## src/rtl/dac_frame_sender_pkg.sv

```systemverilog
// Shared types and widths for the DAC frame sender.
// Latency: n/a (definitions only).
// Backpressure: n/a.
package dac_frame_sender_pkg;

    localparam int FRAME_W = 16;
    localparam int DAC_W   = 12;
    localparam int CFG_W   = FRAME_W - DAC_W;

    // Sender FSM encoding
    typedef enum logic [1:0] {
        ST_IDLE      = 2'd0,
        ST_SEND      = 2'd1,
        ST_WAIT_BUSY = 2'd2,
        ST_WAIT_DONE = 2'd3
    } state_t;

    // One DAC command word as shifted on the wire, MSB first
    typedef struct packed {
        logic [CFG_W-1:0] cfg;
        logic [DAC_W-1:0] dac;
    } frame_t;

endpackage

```

## src/rtl/dac_frame_sender.sv

```systemverilog
// Converts wave samples into 16-bit DAC frames and feeds them bytewise to an SPI TX master.
// Latency: data_valid_strobe_o 2 cycles after sample_valid_strobe_i when idle with nothing pending.
// Backpressure: one-entry pending buffer; a strobe into a full buffer overwrites it and pulses overrun_o.
//
// Sits directly upstream of the SPI TX master: data_o -> data_i, data_valid_strobe_o -> strobe,
// master tx_ready_o -> tx_ready_i. The master reads data_o live while shifting, so data_o is
// held from SEND until the FSM leaves WAIT_DONE.
module dac_frame_sender
    import dac_frame_sender_pkg::*;
#(
    parameter int         SAMPLE_WIDTH  = 12,
    parameter logic [3:0] CONFIG_NIBBLE = 4'b0011,
    parameter bit         SIGNED_INPUT  = 1'b1
) (
    input  logic                    clk_i,
    input  logic                    rst_i,
    input  logic [SAMPLE_WIDTH-1:0] sample_i,
    input  logic                    sample_valid_strobe_i,
    output logic                    sample_ready_o,
    output logic [7:0]              data_o,
    output logic                    data_valid_strobe_o,
    input  logic                    tx_ready_i,
    output logic                    frame_done_strobe_o,
    output logic                    overrun_o
);

    logic [DAC_W-1:0] aligned;
    logic [DAC_W-1:0] dac_word;
    frame_t           in_frame;
    frame_t           pending_frame;
    logic             pending_valid;
    logic             consume;
    frame_t           frame_q;
    logic             byte_idx;
    state_t           state;

    // Fit the sample into the 12-bit DAC word: keep MSBs, zero-pad narrow samples
    generate
        if (SAMPLE_WIDTH > DAC_W) begin : g_trunc
            logic unused_lsbs;
            assign aligned     = sample_i[SAMPLE_WIDTH-1 -: DAC_W];
            assign unused_lsbs = ^sample_i[SAMPLE_WIDTH-DAC_W-1:0];
        end else if (SAMPLE_WIDTH == DAC_W) begin : g_exact
            assign aligned = sample_i;
        end else begin : g_pad
            assign aligned = {sample_i, {(DAC_W-SAMPLE_WIDTH){1'b0}}};
        end
    endgenerate

    // Two's complement to offset binary is just an MSB flip
    assign dac_word = SIGNED_INPUT ? {~aligned[DAC_W-1], aligned[DAC_W-2:0]} : aligned;
    assign in_frame = '{cfg: CONFIG_NIBBLE, dac: dac_word};

    // The FSM drains the pending entry only when it is idle
    assign consume        = (state == ST_IDLE) && pending_valid;
    assign sample_ready_o = ~pending_valid;

    // Pending buffer: a new strobe always wins; it only counts as overrun if nothing drained it
    always_ff @(posedge clk_i or posedge rst_i) begin
        if (rst_i) begin
            pending_valid <= 1'b0;
            pending_frame <= '0;
            overrun_o     <= 1'b0;
        end else begin
            overrun_o <= sample_valid_strobe_i && pending_valid && !consume;
            if (sample_valid_strobe_i) begin
                pending_frame <= in_frame;
                pending_valid <= 1'b1;
            end else if (consume) begin
                pending_valid <= 1'b0;
            end
        end
    end

    // Byte sequencer: hand each byte over, wait for the master to go busy, then for it to finish
    always_ff @(posedge clk_i or posedge rst_i) begin
        if (rst_i) begin
            state               <= ST_IDLE;
            frame_q             <= '0;
            byte_idx            <= 1'b0;
            data_o              <= 8'h00;
            data_valid_strobe_o <= 1'b0;
            frame_done_strobe_o <= 1'b0;
        end else begin
            data_valid_strobe_o <= 1'b0;
            frame_done_strobe_o <= 1'b0;
            case (state)
                ST_IDLE: begin
                    if (pending_valid) begin
                        frame_q             <= pending_frame;
                        byte_idx            <= 1'b0;
                        data_o              <= pending_frame[15:8];
                        data_valid_strobe_o <= 1'b1;
                        state               <= ST_SEND;
                    end
                end
                ST_SEND: begin
                    state <= ST_WAIT_BUSY;
                end
                ST_WAIT_BUSY: begin
                    if (!tx_ready_i) begin
                        state <= ST_WAIT_DONE;
                    end
                end
                ST_WAIT_DONE: begin
                    if (tx_ready_i) begin
                        if (!byte_idx) begin
                            byte_idx            <= 1'b1;
                            data_o              <= frame_q[7:0];
                            data_valid_strobe_o <= 1'b1;
                            state               <= ST_SEND;
                        end else begin
                            frame_done_strobe_o <= 1'b1;
                            state               <= ST_IDLE;
                        end
                    end
                end
                default: begin
                    state <= ST_IDLE;
                end
            endcase
        end
    end

endmodule

```

## config.mk

```make
export PLATFORM = sky130hd
export DESIGN_NAME = dac_frame_sender
export DESIGN_NICKNAME = d
export VERILOG_FILES = /design/src/rtl/dac_frame_sender_pkg.sv /design/src/rtl/dac_frame_sender.sv
export SDC_FILE = /design/constraint.sdc
export NUM_CORES = 1
export LEC_CHECK = 0
export ABC_AREA = 0
export BUFFER_PORTS_ARGS = -buffer_cell sky130_fd_sc_hd__buf_2
export CAP_MARGIN = 10
export CELL_PAD_IN_SITES_DETAIL_PLACEMENT = 0
export CELL_PAD_IN_SITES_GLOBAL_PLACEMENT = 1
export CORE_ASPECT_RATIO = 0.7
export CORE_MARGIN = 2
export CORE_UTILIZATION = 30
export DETAILED_ROUTE_END_ITERATION = 16
export PLACE_DENSITY = 0.59
export SYNTH_ARGS = -nofsm -noshare
export SYNTH_HDL_FRONTEND = slang
export SYNTH_SLANG_ARGS = --single-unit
```

## constraint.sdc

```tcl
create_clock -name clk_i -period 1.9 [get_ports clk_i]
set_clock_uncertainty 0.1 [all_clocks]
set_input_delay 0.095 -clock clk_i [delete_from_list [all_inputs] [get_ports clk_i]]
set_output_delay 0.095 -clock clk_i [all_outputs]
set_load 0.05 [all_outputs]
```

==> impl_metrics.ini <==
[logic_synthesis]
synth_compound_area_frac = 0.0576
syn_area_um2 = 1560
synth_top_family_by_area = multiplexers
yosys.area.top_type_share = 0.576
synth_cells = 112
seq_area_frac_synth = 0.576
syn_avg_cell_area_um2 = 14.0
synth_fa_ha_area_frac = 0.0400
syn-num-nets = 133
yosys.cell_types.count = 26
yosys-top-cells-area = dfrtp_1, mux2_2, ha_1
synth_xor_xnor_area_share = 0
synth_mux_area_frac = 0.243
yosysWarningCount = 0
yosys.area.top_type = dfrtp_1
synth-simple-area-share = 0.0576
yosys_register_bits = 36

[critical_path]
critPathRequiredTime_ps = 1970
rr_worst_depth = 5
arrival_ps = 1880
r2r_end = data_o[4]
start_kind = flop
crit_type = reg -> reg
r2r-start = state[1]
crit_fanout = 8
end_kind = flop
ff2ff_setup_slack_ps = 80

[hold_path]
min_path_type = in -> reg
hold_start = tx_ready_i
holdPathEnd = data_valid_strobe_o
hold_depth = 3

[power_and_ir_drop]
p_switching_mw = 1.33
pwr-share-clk = 0.159
sw_frac_of_total = 0.382
leakagePower_nw = 0.961
vdd_ir_drop_max_v = 0.000735
power_frac_seq = 0.337
power_density_nw_per_um2 = 1650
p_int_mw = 2.16
power_frac_comb = 0.503

[routing]
drt-vias-per-instance = 4.48
wl_mm = 3.26
dr.pass1.iters = 2
detail_route.drc_violations = 0
detail_route.iter0.violations = 31
vias = 1053
detail_route.wl_per_cell_um = 13.9
antenna_left = 0

[clock_network]
clkLatencyLatePin_ps = 280
htree_levels = 2
cts_buffers = 5
cts.clk_slew.worst_paths_ps = 70
cts.sinks = 36
clockBufferDepth = 2
cts_tree = yes
root_buffer = clkbuf_8

[sta]
fmax_ghz = 0.550
hold_ws_ps = 28.6
slew_violations = 0
period_share = 0.956
relSlewSlack = 0.696
final-hold-violation-count = 0
finalSetupViolCount = 0
min_period_ps = 1820
rsz0062_at_grt = no
worst_slew_pin_slew_ps = 457
worst_slack_ps = 83.3

[global_routing]
grt-ovfl-total = 0
track_usage = 0.124
grt_pass1_vias = 1160
grt_pass1_wl_mm = 5.55
grt_max_degree = 37
antenna_found_initial = 0

[place]
place_hpwl_mm = 2.33
pre_cts_slack_ps = 48.0
place_congestion = 0.717
io_buffers = 27

[final_layout]
nets = 186
n_fill_cell = 482
diodes = 0
area_growth_pct = 35.2
drive_gt1_frac = 0.506

[floorplan]
die_y_um = 64.4
core_um2 = 4890
die_w_um = 90.3
die_area_um2 = 5810
row_count = 21
pin_count = 28
initial_core_util = 0.320

[flow_run]
max_cap_viol_count = 0

[outcome]
outcome = finished clean
-- critical path, cell delays in order, from the launching register on --
cell	delay (ps)
dfrtp_2	440
ha_2	250
nand2b_4	160
a211oi_4	280
buf_12	170
mux2_4	300
-- final cells by class --
type                       count  area (µm²)  area share
clock inverter                 2        10.0     0.00474
multi-input combinational     66         661       0.313
tap                           69        86.3      0.0409
sequential                    36         902       0.427
inverter                       7        26.3      0.0124
clock buffer                   6        82.6      0.0391
timing repair buffer          49         345       0.163
-- timing repair --
| action | CTS | global route |
|---|---|---|
| hold buffers | 13 | 0 |
| hold endpoints to repair | 48 | 0 |
| setup buffers | 0 | 2 |
| setup endpoints to repair | 0 | 7 |
| resized for setup | 0 | 4 |
-- metrics by stage --
stage / total power [mW] / area (µm²) / instances / setup TNS (ps) / util
after floorplan: 2.41 / 1600 / 112 / -160 / -
after global placement: 2.83 / 1870 / 212 / 0 / 0.382
after detailed placement: 2.88 / 1870 / 212 / 0 / 0.382
after CTS: 3.48 / 2090 / 233 / 0 / 0.428
after global routing: 3.71 / 2110 / 235 / 0 / 0.432
final: 3.49 / 2110 / 235 / 0 / 0.432
-- per-layer routing --
layer / part of all wire / vias to the layer above / track usage
met5: 0 / - / 0
met4: 0.010 / 0 / 0.0442
met3: 0.053 / 7 / 0.0472
met2: 0.46 / 25 / 0.202
met1: 0.48 / 524 / 0.151
li1: - / 497 / -
-- synth_stat cells, drive strengths merged --
master,count
nand2b,2
nand4b,1
o2bb2ai,1
a211oi,3
ha,5
dfrtp,36
or2,1
a2bb2oi,1
mux2,32
inv,7
nor2b,3
o21a,1
and3,1
o21ai,1
buf,1
clkbuf,2
a21oi,2
nand2,3
o21bai,1
nor3,1
o211ai,1
nand3,2
nor2,1
mux2i,2
nor3b,1
-- registers in the layout, indices dropped and copies added, names as in the netlist --
register,flops
overrun_o,1
data_o,8
frame_q,8
byte_idx,1
state,2
pending_valid,1
pending_frame,13
data_valid_strobe_o,1
frame_done_strobe_o,1
-- worst max-delay path by stage --
stage / from / to / slack [ps] / cells after the start
floorplan: state[1] / data_o[0] / -30 / 5
global placement: state[0] / data_o[4] / 120 / 6
detailed placement: state[1] / data_o[4] / 50 / 6
CTS: state[0] / data_o[4] / 20 / 6
global route: state[0] / data_o[4] / 20 / 6
finish: state[1] / data_o[4] / 80 / 5
-- power groups by stage --
| stage | logic (mW) | clock network (mW) | registers [mW] |
|---|---|---|---|
| after floorplan | 0.944 | 0 | 1.46 |
| after global placement | 1.65 | 0 | 1.18 |
| after detailed placement | 1.70 | 0 | 1.18 |
| after CTS | 1.72 | 0.580 | 1.17 |
| after global routing | 1.88 | 0.613 | 1.22 |
| final | 1.76 | 0.556 | 1.18 |
-- placed cells by master (no fill, tap or decap), types with 3 or more instances in the layout --
cell	n
buf_2	27
mux2_4	6
ha_1	3
clkbuf_8	6
dlygate4sd3_1	13
nand2_1	3
mux2_2	26
dfrtp_1	35
inv_1	6
buf_4	8
-- kinds of logic (layout without fill, tap and decap cells) --
logic type      Yosys count  after routing
buf+inv                  10             64
compound gates           11             11
fa+ha+maj                 5              5
simple gates             16             16
flops                    36             36
mux                      34             34
Power figures use the tool's default switching activity.
